<file path="config.mk">
export PLATFORM = sky130hd
export DESIGN_NAME = mult_wb_slave_flat
export DESIGN_NICKNAME = d
export VERILOG_FILES = /design/src/rtl/mult_wb_if.sv /design/src/rtl/mult_wb_slave.sv /design/src/flat_wrapper.sv
export SDC_FILE = /design/constraint.sdc
export NUM_CORES = 1
export LEC_CHECK = 0
export ABC_CLOCK_PERIOD_IN_PS = 3400
export CORE_MARGIN = 10
export CORE_UTILIZATION = 40
export DETAILED_ROUTE_END_ITERATION = 10
export PLACE_DENSITY = 0.75
export SETUP_SLACK_MARGIN = 0.4
export SKIP_LAST_GASP = 1
export SLEW_MARGIN = 10
export SYNTH_ARGS = -nofsm -noshare
export SYNTH_HDL_FRONTEND = slang
export SYNTH_SLANG_ARGS = --single-unit
export TNS_END_PERCENT = 50
</file>
<file path="constraint.sdc">
create_clock -name wb_clk_i -period 3.4 [get_ports wb_clk_i]
set_input_delay 0.51 -clock wb_clk_i [delete_from_list [all_inputs] [get_ports wb_clk_i]]
set_output_delay 0.51 -clock wb_clk_i [all_outputs]
set_load 0.01 [all_outputs]
</file>
<file path="src/rtl/mult_wb_if.sv">
// Wishbone slave-side bus bundle between the Caravel management SoC and the
// multiplier front-end. The master drives requests; the slave returns ack and read data.
interface mult_wb_if;
    logic        wbs_stb_i;
    logic        wbs_cyc_i;
    logic        wbs_we_i;
    logic [3:0]  wbs_sel_i;
    logic [31:0] wbs_adr_i;
    logic [31:0] wbs_dat_i;
    logic        wbs_ack_o;
    logic [31:0] wbs_dat_o;

    modport master (
        output wbs_stb_i, wbs_cyc_i, wbs_we_i, wbs_sel_i, wbs_adr_i, wbs_dat_i,
        input  wbs_ack_o, wbs_dat_o
    );

    modport slave (
        input  wbs_stb_i, wbs_cyc_i, wbs_we_i, wbs_sel_i, wbs_adr_i, wbs_dat_i,
        output wbs_ack_o, wbs_dat_o
    );
endinterface

</file>
<file path="src/rtl/mult_wb_slave.sv">
// Wishbone register front-end for the 8x8 multiplier core: holds the A/B
// operands, waits MUL_LAT cycles for the combinational core to settle, then
// captures the 20-bit product and raises done / interrupt status.
// MUL_LAT must lie in 1..15 (the settle counter is 4 bits wide).
module mult_wb_slave #(
    parameter logic [31:0] BASE_ADDR = 32'h3000_0000,
    parameter int          MUL_LAT   = 2
) (
    input  logic        wb_clk_i,
    input  logic        wb_rst_i,     // synchronous, active-low
    mult_wb_if.slave    wbs,
    output logic [7:0]  mul_a_o,
    output logic [7:0]  mul_b_o,
    input  logic [19:0] mul_p_i,
    output logic        irq_o
);

    typedef enum logic {
        ST_IDLE = 1'b0,
        ST_CALC = 1'b1
    } state_t;

    localparam logic [3:0] LAT_INIT = 4'(MUL_LAT - 1);

    localparam logic [1:0] REG_OPERAND = 2'd0;
    localparam logic [1:0] REG_CTRL    = 2'd1;
    localparam logic [1:0] REG_RESULT  = 2'd2;

    state_t      state_q,    state_d;
    logic [3:0]  lat_cnt_q,  lat_cnt_d;
    logic [7:0]  a_q,        a_d;
    logic [7:0]  b_q,        b_d;
    logic [19:0] result_q,   result_d;
    logic        irq_en_q,   irq_en_d;
    logic        overrun_q,  overrun_d;
    logic        done_q,     done_d;
    logic        busy_q,     busy_d;
    logic [7:0]  op_count_q, op_count_d;
    logic        ack_q,      ack_d;
    logic [31:0] dat_q,      dat_d;

    logic       accept;
    logic       hit;
    logic [1:0] reg_idx;
    logic       rd_hit;
    logic       wr_hit;

    // Holding ack for one cycle blocks the next accept, so acks are never back-to-back.
    assign accept  = wbs.wbs_stb_i & wbs.wbs_cyc_i & ~ack_q;
    assign hit     = (wbs.wbs_adr_i[31:4] == BASE_ADDR[31:4]);
    assign reg_idx = wbs.wbs_adr_i[3:2];
    assign rd_hit  = accept & ~wbs.wbs_we_i & hit;
    assign wr_hit  = accept &  wbs.wbs_we_i & hit;

    // Next-state computation: bus decode, register updates and settle-counter sequencing.
    always_comb begin
        state_d    = state_q;
        lat_cnt_d  = lat_cnt_q;
        a_d        = a_q;
        b_d        = b_q;
        result_d   = result_q;
        irq_en_d   = irq_en_q;
        overrun_d  = overrun_q;
        done_d     = done_q;
        busy_d     = busy_q;
        op_count_d = op_count_q;
        ack_d      = accept;
        dat_d      = 32'h0;

        // Read data reflects the registers as they stand at the accept edge.
        if (rd_hit) begin
            case (reg_idx)
                REG_OPERAND: dat_d = {16'h0, a_q, b_q};
                REG_CTRL:    dat_d = {16'h0, op_count_q, 4'h0,
                                      done_q, busy_q, overrun_q, irq_en_q};
                REG_RESULT:  dat_d = {12'h0, result_q};
                default:     dat_d = 32'h0;
            endcase
        end

        // Reading the result acknowledges completion; a capture in the same
        // cycle is applied below and therefore overrides this clear.
        if (rd_hit && reg_idx == REG_RESULT) begin
            done_d = 1'b0;
        end

        if (wr_hit) begin
            case (reg_idx)
                REG_OPERAND: begin
                    if (state_q == ST_CALC) begin
                        // Operands must stay stable until capture; flag the lost write.
                        overrun_d = 1'b1;
                    end else begin
                        if (wbs.wbs_sel_i[0]) b_d = wbs.wbs_dat_i[7:0];
                        if (wbs.wbs_sel_i[1]) a_d = wbs.wbs_dat_i[15:8];
                        if (|wbs.wbs_sel_i[1:0]) begin
                            state_d   = ST_CALC;
                            lat_cnt_d = LAT_INIT;
                            busy_d    = 1'b1;
                            done_d    = 1'b0;
                        end
                    end
                end
                REG_CTRL: begin
                    if (wbs.wbs_sel_i[0]) begin
                        irq_en_d = wbs.wbs_dat_i[0];
                        if (wbs.wbs_dat_i[1]) overrun_d = 1'b0;
                    end
                end
                default: begin
                end
            endcase
        end

        // Count down the settle time, then capture the product.
        if (state_q == ST_CALC) begin
            if (lat_cnt_q == 4'd0) begin
                result_d   = mul_p_i;
                done_d     = 1'b1;
                busy_d     = 1'b0;
                op_count_d = op_count_q + 8'd1;
                state_d    = ST_IDLE;
            end else begin
                lat_cnt_d = lat_cnt_q - 4'd1;
            end
        end
    end

    // State register with synchronous active-low reset; reset abandons any pending multiply.
    always_ff @(posedge wb_clk_i) begin
        if (!wb_rst_i) begin
            state_q    <= ST_IDLE;
            lat_cnt_q  <= 4'd0;
            a_q        <= 8'h0;
            b_q        <= 8'h0;
            result_q   <= 20'h0;
            irq_en_q   <= 1'b0;
            overrun_q  <= 1'b0;
            done_q     <= 1'b0;
            busy_q     <= 1'b0;
            op_count_q <= 8'h0;
            ack_q      <= 1'b0;
            dat_q      <= 32'h0;
        end else begin
            state_q    <= state_d;
            lat_cnt_q  <= lat_cnt_d;
            a_q        <= a_d;
            b_q        <= b_d;
            result_q   <= result_d;
            irq_en_q   <= irq_en_d;
            overrun_q  <= overrun_d;
            done_q     <= done_d;
            busy_q     <= busy_d;
            op_count_q <= op_count_d;
            ack_q      <= ack_d;
            dat_q      <= dat_d;
        end
    end

    assign wbs.wbs_ack_o = ack_q;
    assign wbs.wbs_dat_o = dat_q;
    assign mul_a_o       = a_q;
    assign mul_b_o       = b_q;
    assign irq_o         = done_q & irq_en_q;

    // Address byte offset, upper data bits and upper lanes have no register behind them.
    logic unused_bits;
    assign unused_bits = ^{wbs.wbs_adr_i[1:0], wbs.wbs_dat_i[31:16], wbs.wbs_sel_i[3:2]};

endmodule

</file>
<file path="src/flat_wrapper.sv">
// flat-port wrapper written by rule: the top's interface ports become plain ports
module mult_wb_slave_flat 
#(
    parameter logic [31:0] BASE_ADDR = 32'h3000_0000,
    parameter int          MUL_LAT   = 2
)
  (wb_clk_i, wb_rst_i, mul_a_o, mul_b_o, mul_p_i, irq_o, wbs_wbs_stb_i, wbs_wbs_cyc_i, wbs_wbs_we_i, wbs_wbs_sel_i, wbs_wbs_adr_i, wbs_wbs_dat_i, wbs_wbs_ack_o, wbs_wbs_dat_o);
  mult_wb_if wbs_i ();
  input  logic wb_clk_i;
  input  logic wb_rst_i;
  output logic [7:0] mul_a_o;
  output logic [7:0] mul_b_o;
  input  logic [19:0] mul_p_i;
  output logic irq_o;
  input wire logic [$bits(wbs_i.wbs_stb_i)-1:0] wbs_wbs_stb_i;
  input wire logic [$bits(wbs_i.wbs_cyc_i)-1:0] wbs_wbs_cyc_i;
  input wire logic [$bits(wbs_i.wbs_we_i)-1:0] wbs_wbs_we_i;
  input wire logic [$bits(wbs_i.wbs_sel_i)-1:0] wbs_wbs_sel_i;
  input wire logic [$bits(wbs_i.wbs_adr_i)-1:0] wbs_wbs_adr_i;
  input wire logic [$bits(wbs_i.wbs_dat_i)-1:0] wbs_wbs_dat_i;
  output wire logic [$bits(wbs_i.wbs_ack_o)-1:0] wbs_wbs_ack_o;
  output wire logic [$bits(wbs_i.wbs_dat_o)-1:0] wbs_wbs_dat_o;
  assign wbs_i.wbs_stb_i = wbs_wbs_stb_i;
  assign wbs_i.wbs_cyc_i = wbs_wbs_cyc_i;
  assign wbs_i.wbs_we_i = wbs_wbs_we_i;
  assign wbs_i.wbs_sel_i = wbs_wbs_sel_i;
  assign wbs_i.wbs_adr_i = wbs_wbs_adr_i;
  assign wbs_i.wbs_dat_i = wbs_wbs_dat_i;
  assign wbs_wbs_ack_o = wbs_i.wbs_ack_o;
  assign wbs_wbs_dat_o = wbs_i.wbs_dat_o;
  mult_wb_slave #(.BASE_ADDR(BASE_ADDR), .MUL_LAT(MUL_LAT)) u_core (.wb_clk_i(wb_clk_i), .wb_rst_i(wb_rst_i), .wbs(wbs_i), .mul_a_o(mul_a_o), .mul_b_o(mul_b_o), .mul_p_i(mul_p_i), .irq_o(irq_o));
endmodule
</file>
==> results of run 1 <==
[flip-flops by register name (all words and copies together), names as in the netlist]
name                  count
u_core.op_count_q         8
u_core.wbs.wbs_ack_o      1
u_core.lat_cnt_q          4
u_core.busy_q             1
u_core.result_q          20
u_core.overrun_q          1
u_core.irq_en_q           1
u_core.wbs.wbs_dat_o     20
u_core.mul_a_o            8
u_core.mul_b_o            8
u_core.state_q            1
u_core.done_q             1
[power by group]
part	internal [mW]	switching (mW)
Combinational	0.0930	0.0649
Clock	0.379	0.308
Sequential	0.867	0.000176
[critical path: stages]
cell             delay (ps)
clkdlybuf4s50_1         440
nor4_4                  360
nand4_4                 250
or2_1                   570
nor4_2                  330
[kinds of logic (layout without fill, tap and decap cells)]
family / after synthesis / count (layout) / synth area share, %
adder cells (fa/ha/maj): 2 / 2 / 0.722
AO/OA/AOI/OAI: 46 / 46 / 8.99
AND/OR/NAND/NOR: 167 / 167 / 29.9
multiplexers: 34 / 34 / 9.82
flip-flops: 74 / 74 / 42.7
buffers and inverters: 36 / 133 / 5.99
other: 1 / 12 / 0.108
XOR/XNOR: 7 / 7 / 1.77
[stage by stage]
step / hold WS (ps) / utilization (%) / setup slack [ps] / std cells / total power [mW]
global placement: 450 / 55.0 / 859 / 564 / 1.04
CTS: 469 / 57.4 / 1170 / 580 / 1.73
global route: 484 / 57.4 / 1100 / 580 / 1.78
finish: 466 / 57.4 / 1190 / 580 / 1.71
detailed placement: 459 / 55.0 / 826 / 564 / 1.04
floorplan: 439 / - / 1620 / 378 / 0.951
[worst max-delay path by stage]
stage	startpoint	end	slack, ps
floorplan	wbs_wbs_adr_i[18]	u_core.wbs.wbs_dat_o[0]	1620
global placement	wbs_wbs_adr_i[18]	u_core.wbs.wbs_dat_o[4]	860
detailed placement	wbs_wbs_adr_i[18]	u_core.wbs.wbs_dat_o[4]	830
CTS	wbs_wbs_adr_i[18]	u_core.wbs.wbs_dat_o[8]	1170
global route	wbs_wbs_adr_i[18]	u_core.lat_cnt_q[3]	1100
finish	wbs_wbs_adr_i[18]	u_core.wbs.wbs_dat_o[4]	1190
[layout by cell type (no fill, tap or decap), types with 5 or more instances in the layout]
| cell | synthesis | routed |
|---|---|---|
| nor3_2 | 10 | 10 |
| buf_4 | 12 | 5 |
| mux2i_1 | 34 | 34 |
| a21boi_0 | 24 | 24 |
| nor3_1 | 6 | 6 |
| nand4_1 | 5 | 5 |
| a21oi_1 | 14 | 14 |
| nor2_1 | 15 | 15 |
| dfxtp_1 | 74 | 74 |
| clkbuf_8 | 0 | 11 |
| clkdlybuf4s50_1 | 0 | 109 |
| conb_1 | 1 | 12 |
| nand2_1 | 83 | 83 |
| and2_1 | 8 | 8 |
| nor4_4 | 6 | 6 |
| xnor2_1 | 7 | 7 |
[per-layer routing]
layer | up-vias | global-route usage [%]
li1 | 1443 | -
met1 | 1279 | 17.5
met2 | 93 | 21.8
met3 | 16 | 4.65
met4 | 0 | 6.60
met5 | - | 0
[final cells by class]
class / instances / area (µm²)
clock inverter: 2 / 35.0
tap: 105 / 131
clock buffer: 14 / 163
multi-input combinational: 268 / 1830
fill: 741 / 3560
sequential: 74 / 1480
timing repair buffer: 115 / 1130
inverter: 2 / 7.51
==> metrics.md, run 1 <==
| Metric | Value |
|---|---|
| Worst-Margin Slew | `between 900 and 1000 ps` |
| Post-Route WL | `9160 µm` |
| Routability Congestion | `0.771` |
| Worst-skew pair later-pin latency | `approximately 350 ps` |
| Number of synthesized flops with an enable pin | `0` |
| Highest routed layer | `met4` |
| Die footprint | `12,800 µm²` |
| Crit path max fanout | `16` |
| Worst Path Required | `about 3700 ps` |
| Root buffer cell | `clkbuf_8` |
| Layout net count | `565` |
| Hold path depth | `2` |
| Post-CTS Setup Repair Bufs | `0` |
| Leakage | `1.68 nW` |
| Synth Instances | `about 370` |
| Area after DPL | `4590 µm²` |
| RSZ-0062 raised after global routing | `no` |
| Commonest cells post-synth | `nand2_1 (83), dfxtp_1 (74), mux2i_1 (34)` |
| Critical R2R Launch | `u_core.lat_cnt_q[0]` |
| Wire length on met1 | `4060 µm` |
| Clk slew on worst S/H paths | `around 70 ps` |
| Number of hold buffers added after CTS | `0` |
| Syn-to-layout area delta | `38.1%` |
| DRT iter0 DRCs | `117` |
| Final Hold Fails | `0` |
| Reg2reg path depth | `6` |
| Antenna diodes | `0` |
| FMAX | `452 MHz` |
| Via count | `between 2,000 and 3,000` |
| Hold_sp | `u_core.result_q[17]` |
| Syn avg cell area | `9.44 µm²` |
| Sum Neg Setup Slack | `0 ps` |
| Chip width | `approximately 110 µm` |
| Mapped cell area | `3470 µm²` |
| Asr flop ratio synth | `0%` |
| Clock Tree Buf Depth | `2` |
| TritonCTS Buffers | `9` |
| Reg-to-Reg End | `u_core.result_q[6]` |
| Largest net degree at the start of global routing | `just under 80` |
| Worst EP arrival | `around 2500 ps` |
| Relative slew slack | `~39%` |
| Initial antenna violation count | `0` |
| First-pass GRT wire length | `14,900 µm` |
| Top cell type's share of synthesized area | `a little over two fifths` |
| Via/cell ratio | `4.88` |
| P per Cell Area | `358 nW/µm²` |
| Final Max Tran Viols | `0` |
| Distinct cells, synth | `46` |
| Routed Antenna Nets | `0` |
| # clock sinks | `74` |
| Post_cts resized | `0` |
| Startpoint types | `input port` |
| Final setup violation count | `0` |
| Ranking of synthesized cells by area | `dfxtp_1 (43%), mux2i_1 (9.8%), nand2_1 (9.0%)` |
| Port Buffers | `110` |
| Sequential fraction of the synthesis area | `42.7%` |
| Part of the cycle the worst path needs | `around two thirds` |
| Worst min-delay path class | `reg -> reg` |
| Chip height | `113 µm` |
| Remaining DRCs | `0` |
| Most common cell in the netlist | `nand2_1` |
| Flop2flop setup slack | `1280 ps` |
| WS Path Type | `in -> reg` |
| Gr usage total | `14.2%` |
| Peak supply drop | `roughly 0.19 mV` |
| WL/cell | `around 16 µm` |
| Row count | `33` |
| Met3 routed WL | `647 µm` |
| CTS H-tree lvls | `3` |
| Post-detail-place hpwl | `7010 µm` |
| Final Critical Period | `2210 ps` |
| Share of layout cells above drive strength 1 | `9.89%` |
| WL met2 | `4290 µm` |
| Hold Crit Endpoint | `u_core.result_q[17]` |
| Cell taking the most area after synthesis | `dfxtp_1` |
| Setup crit end kind | `flip-flop` |
| IO Count | `143` |
| Total grt overflow | `0` |
| Core ar. | `approximately 8300 µm²` |
| Synth Register Bits | `74` |
| Starting Density | `41.6%` |
| Post-route cell area | `roughly 4800 µm²` |
| Max-cap violations | `0` |
| Synth Flop Type | `dfxtp_1` |
| Clock tree from TritonCTS | `built` |
| Vias in the first global route | `2,926` |
| Worst Skew | `7.91 ps` |
| Drt first pass iters | `4` |
| Yosys warning count | `0` |
| Status | `finished clean` |
No activity file was read; power rests on OpenSTA's default activity.
==> run 2: changes to the inputs <==
ABC_CLOCK_PERIOD_IN_PS = 2100   (was 3400)
clock period = 2.1 ns   (was 3.4 ns; I/O delays follow)
==> metrics.md, run 2 (synthesis gave the netlist of run 1 again) <==
| Metric | Value |
|---|---|
| Pre-CTS setup slack | `7.65 ps (-819 ps)` |
| Crit path max fanout | `7 (-9)` |
| Largest net degree at the start of global routing | `46 (-41%)` |
| Row count | `33 (unchanged)` |
| RSZ-0062 raised after global routing | `yes` |
| Clk slew on worst S/H paths | `70 ps (about the same)` |
| Clock Tree Buf Depth | `2 (unchanged)` |
| Placed insts | `576 (+2.1%)` |
| Worst Skew | `7.31 ps (-0.596 ps)` |
| Post-Route WL | `9160 µm (about the same)` |
| Leakage | `1.94 nW (+16%)` |
| IO Count | `143 (unchanged)` |
| Relative slew slack | `63.3% (+24 points)` |
| Worst-skew pair later-pin latency | `340 ps (about the same)` |
| Total grt overflow | `0 (unchanged)` |
| Startpoint types | `input port` |
| First-pass GRT wire length | `14,700 µm (-1.1%)` |
| Initial antenna violation count | `0 (unchanged)` |
| Die footprint | `12,800 µm² (unchanged)` |
| Chip width | `113 µm (unchanged)` |
| Worst min-delay path class | `in -> reg` |
| WL/cell | `15.4 µm (-2.4%)` |
| Flop2flop setup slack | `530 ps (-750 ps)` |
| Area of the multi-input gates | `1850 µm² (+0.89%)` |
| Final hold slack | `319 ps (-147 ps)` |
| Routability Congestion | `0.800 (+3.7%)` |
| Final Critical Period | `1640 ps` |
| FMAX | `just over 600 MHz` |
| Commonest non-fill, non-tap cells in the layout | `clkdlybuf4s50_1 (91), nand2_1 (82), dfxtp_1 (73)` |
| Final setup violation count | `0 (unchanged)` |
| Part of the cycle the worst path needs | `78.2%` |
| Sum Neg Setup Slack | `0 ps (unchanged)` |
| CTS H-tree lvls | `3 (unchanged)` |
| Core ar. | `8340 µm² (unchanged)` |
| Gr usage total | `13.8% (-0.35 points)` |
| Routed Antenna Nets | `0 (unchanged)` |
| Vias in the first global route | `2,909 (-0.58%)` |
| Via count | `2,898 (+2.4%)` |
| Worst-Margin Slew | `545 ps (-369 ps)` |
| Antenna diodes | `0 (unchanged)` |
| Syn-to-layout area delta | `45.8%` |
| Final Max Tran Viols | `0 (unchanged)` |
| WS Path Type | `in -> reg` |
| Final Hold Fails | `0 (unchanged)` |
| TritonCTS Buffers | `9 (unchanged)` |
| # clock sinks | `74 (unchanged)` |
| Via/cell ratio | `4.87 (-0.21%)` |
| P per Cell Area | `566 nW/µm² (+58%)` |
| Final worst slack | `457 ps (-728 ps)` |
| Worst EP arrival | `1850 ps (-620 ps)` |
| Chip height | `113 µm (unchanged)` |
| Non-Filler Instances | `595 (+2.6%)` |
| DRT iter0 DRCs | `99 (-15%)` |
| Layout net count | `580 (+2.7%)` |
| Status | `finished clean` |
| Final-layout fill cell count | `720 (-2.8%)` |
| Share of layout cells above drive strength 1 | `13.9% (+4.0 points)` |
| Number of hold buffers added after CTS | `0 (unchanged)` |
| Clock tree from TritonCTS | `built` |
| Max-cap violations | `0 (unchanged)` |
| Drt first pass iters | `4 (unchanged)` |
| Port Buffers | `110 (unchanged)` |
| Post-detail-place hpwl | `7050 µm (+0.58%)` |
| Reg area | `1480 µm² (about the same)` |
| Commonest non-fill, non-tap cell in the layout | `clkdlybuf4s50_1` |
| Root buffer cell | `clkbuf_8` |
| Worst Path Required | `2310 ps (-1350 ps)` |
| Peak supply drop | `0.346 mV (+79%)` |
| Setup crit end kind | `flip-flop` |
| Remaining DRCs | `0 (unchanged)` |
| Starting Density | `41.6% (unchanged)` |
## run 2: stage by stage
stage          utilization (%)  area (µm²)  total power [mW]
2_1_floorplan                -        3510              1.54
3_3_place_gp              56.8        4740              1.69
3_5_place_dp              56.8        4740              1.70
4_1_cts                   59.5        4960              2.88
5_1_grt                   60.6        5050              2.97
6_report                  60.6        5050              2.86
## run 2: what timing repair did
item                       CTS  global route
resized for setup            3            24
hold endpoints to repair     0             0
buffers inserted             0             3
pin swaps                    1            12
cloned                       0             0
setup endpoints to repair   35            44
## run 2: routing by layer
layer | GRT usage [%] | vias up | part of all wire (%)
met5 | 0 | - | 0
met4 | 4.31 | 0 | 0.68
met3 | 5.02 | 7 | 7.0
met2 | 22.2 | 76 | 48
met1 | 16.8 | 1340 | 45
li1 | - | 1475 | -
## run 2: critical path, stage by stage
cell,delay (ps)
clkdlybuf4s50_1,440
nor4_4,270
nand4_4,140
buf_8,170
buf_4,130
o31ai_1,270
a21boi_0,120
## run 2: final cells by class
| class | instances | area share, % |
|---|---|---|
| clock buffer | 10 | 2.52 |
| clock inverter | 6 | 1.81 |
| inverter | 2 | 0.149 |
| multi-input combinational | 268 | 36.6 |
| sequential | 74 | 29.3 |
| tap | 105 | 2.60 |
| timing repair buffer | 130 | 27.0 |
## run 2: report_power, final
part,internal [mW],switching [mW]
Sequential,1.40,0.000303
Clock,0.671,0.524
Combinational,0.153,0.107
Total,2.23,0.632
## run 2: path summary, 6_finish.rpt
check / end / start / cells past startpoint
worst max-delay path: u_core.done_q / wbs_wbs_adr_i[7] / 7
worst min-delay path: u_core.lat_cnt_q[1] / wb_rst_i / 3
worst min register to register: u_core.result_q[16] / u_core.result_q[16] / 2
worst max register to register: u_core.op_count_q[3] / u_core.lat_cnt_q[0] / 7
==> run 3: changes to the inputs <==
ABC_CLOCK_PERIOD_IN_PS = 1500   (was 2100)
CORE_UTILIZATION = 39   (was 40)
PLACE_DENSITY = 0.77   (was 0.75)
clock period = 1.5 ns   (was 2.1 ns; I/O delays follow)
==> metrics.md, run 3 (synthesis gave the netlist of run 1 again) <==
| Metric | Value |
|---|---|
| Status | `finished with violations` |
| Failing checks | `negative setup slack` |
| Sum Neg Setup Slack | `-14.7 ps (-14.7 ps)` |
| Setup crit end kind | `flip-flop` |
| Gr usage total | `15.6% (+1.8 points)` |
| Chip width | `114 µm (+1.0%)` |
| Final Critical Period | `1510 ps` |
| CP peak stage delay | `510 ps (+70 ps)` |
| Via count | `3,101 (+7.0%)` |
| Part of the cycle the worst path needs | `100%` |
| Post-detail-place hpwl | `7770 µm (+10%)` |
| Non-Filler Instances | `622 (+4.5%)` |
| Routability Congestion | `0.783 (-2.1%)` |
| Worst min-delay path class | `in -> reg` |
| WL/cell | `16.8 µm (+9.1%)` |
| Drt first pass iters | `4 (unchanged)` |
| Peak supply drop | `0.421 mV (+22%)` |
| Syn-to-layout area delta | `52.3%` |
| Hold Crit Endpoint | `u_core.state_q` |
| Worst path buffer plus inverter count | `2 (-1)` |
| Die footprint | `13,100 µm² (+2.1%)` |
| Share of layout cells above drive strength 1 | `27.7% (+14 points)` |
| Number of hold buffers added after CTS | `0 (unchanged)` |
| Remaining DRCs | `0 (unchanged)` |
| FMAX | `664 MHz` |
| Via/cell ratio | `4.99 (+2.4%)` |
| Port Buffers | `110 (unchanged)` |
| Leakage | `2.09 nW (+7.4%)` |
| Reg2reg path depth | `5 (-2)` |
| Largest net degree at the start of global routing | `36 (-22%)` |
| Post-Route WL | `10,500 µm (+14%)` |
| TritonCTS Buffers | `9 (unchanged)` |
| Crit path max fanout | `8 (+1)` |
| Worst EP arrival | `1780 ps (-70 ps)` |
| IO Count | `143 (unchanged)` |
| Critical R2R Launch | `u_core.state_q` |
| Clock tree from TritonCTS | `built` |
| Commonest non-fill, non-tap cells in the layout | `nand2_1 (82), clkdlybuf4s50_1 (71), dfxtp_1 (56)` |
| CP Cell Sequence | `clkdlybuf4s50_1 -> nor4b_4 -> nand2_1 -> nor3_4 -> buf_12 -> mux2i_1` |
| Worst Skew | `5.62 ps (-1.69 ps)` |
| Flop2flop setup slack | `0 ps (-530 ps)` |
| P per Cell Area | `735 nW/µm² (+30%)` |
| Final worst slack | `-6.37 ps (-464 ps)` |
| Worst-skew pair later-pin latency | `350 ps (about the same)` |
| Worst Path Required | `1780 ps (-530 ps)` |
| Final Max Tran Viols | `0 (unchanged)` |
| Slowest stage cell, crit path | `clkdlybuf4s50_1` |
| Initial antenna violation count | `2 (+2)` |
| RSZ-0062 raised after global routing | `yes` |
| Final setup violation count | `3 (+3)` |
| Chip height | `114 µm (+1.0%)` |
| Routed Antenna Nets | `0 (unchanged)` |
| Hold_sp | `wb_rst_i` |
| Root buffer cell | `clkbuf_8` |
| Hold path depth | `2 (-1)` |
| Reg-to-Reg End | `u_core.mul_a_o[3]` |
| Clock Tree Buf Depth | `2 (unchanged)` |
| CTS H-tree lvls | `3 (unchanged)` |
| Total grt overflow | `0 (unchanged)` |
| Crit-path leading delay family | `simple AND/OR/NAND/NOR gates` |
| Row count | `34 (+3.0%)` |
| Placed insts | `592 (+2.8%)` |
| Clk slew on worst S/H paths | `80 ps (about the same)` |
| # clock sinks | `74 (unchanged)` |
| Final Hold Fails | `0 (unchanged)` |
| Vias in the first global route | `3,248 (+12%)` |
| DRT iter0 DRCs | `134 (+35%)` |
| Commonest non-fill, non-tap cell in the layout | `nand2_1` |
| WS Path Type | `in -> reg` |
| First-pass GRT wire length | `16,600 µm (+13%)` |
| Startpoint types | `input port` |
| Starting Density | `39.9% (-1.6 points)` |
| Layout net count | `603 (+4.0%)` |
| Core ar. | `8680 µm² (+4.1%)` |
| Max-cap violations | `0 (unchanged)` |
[run 3: cell count changes in the layout (fill, tap and decap cells not counted), moves of 5 or more]
cell / before / now
dfxtp_2: 1 / 17
dfxtp_1: 73 / 56
dlygate4sd2_1: 1 / 21
clkdlybuf4s50_1: 91 / 71
a21boi_0: 24 / 3
a21boi_1: 0 / 20
nor3_4: 2 / 7
clkbuf_2: 0 / 6
buf_2: 1 / 10
buf_4: 12 / 31
dlymetal6s2s_1: 17 / 0
[run 3: stage by stage]
step | hold WS [ps] | util [%] | total power [mW] | cell area (µm²) | setup WS, ps
detailed placement | 444 | 56.1 | 2.40 | 4870 | -504
floorplan | 360 | - | 2.16 | 3560 | 53.2
CTS | 245 | 60.0 | 3.89 | 5200 | -51.3
finish | 252 | 60.8 | 3.88 | 5280 | -6.37
global placement | 440 | 56.1 | 2.39 | 4870 | -422
global route | 266 | 60.8 | 4.03 | 5280 | -96.3
[run 3: timing repair]
action                     CTS  global route
resized for setup           90            35
pin swaps                   19             4
setup endpoints to repair  111           103
gates cloned                 1             1
setup buffers                8             3
[run 3: worst reg2reg max path: stages, from the launching register on]
cell and delay, ps:
dfxtp_4 380, nor4b_4 300, nand2_1 150, nor3_4 250
buf_12 170, mux2i_1 190
[run 3: how the worst max path moves through the flow]
stage / start / cells after the start / slack [ps] / endpoint
2_1_floorplan: wbs_wbs_adr_i[27] / 4 / 50 / u_core.mul_a_o[0]
3_3_place_gp: wbs_wbs_adr_i[21] / 7 / -420 / u_core.mul_a_o[0]
3_5_place_dp: wbs_wbs_adr_i[27] / 6 / -500 / u_core.wbs.wbs_dat_o[8]
4_1_cts: u_core.wbs.wbs_ack_o / 6 / -50 / u_core.mul_b_o[3]
5_1_grt: u_core.wbs.wbs_ack_o / 6 / -100 / u_core.overrun_q
6_report: wbs_wbs_we_i / 6 / -6 / u_core.mul_a_o[3]
[run 3: power breakdown]
group / total [mW] / leakage (nW) / internal [mW] / switching (mW)
Combinational: 0.388 / 1.38 / 0.221 / 0.167
Sequential: 1.96 / 0.605 / 1.96 / 0.000432
Clock: 1.53 / 0.0990 / 0.764 / 0.763
Total: 3.88 / 2.09 / 2.95 / 0.930
[run 3: final cells by class]
class | count | area, µm²
sequential | 74 | 1510
tap | 108 | 135
timing repair buffer | 153 | 1450
fill | 756 | 3400
clock buffer | 9 | 124
inverter | 2 | 7.51
clock inverter | 7 | 70.1
multi-input combinational | 268 | 1980
antenna | 1 | 2.50
[run 3: per-layer routing]
layer | share of wire [%] | vias up | GRT usage (%)
met5 | 0.12 | - | 0
met4 | 0.95 | 2 | 4.51
met3 | 5.7 | 9 | 4.72
met2 | 52 | 87 | 27.8
met1 | 42 | 1479 | 17.6
li1 | - | 1524 | -
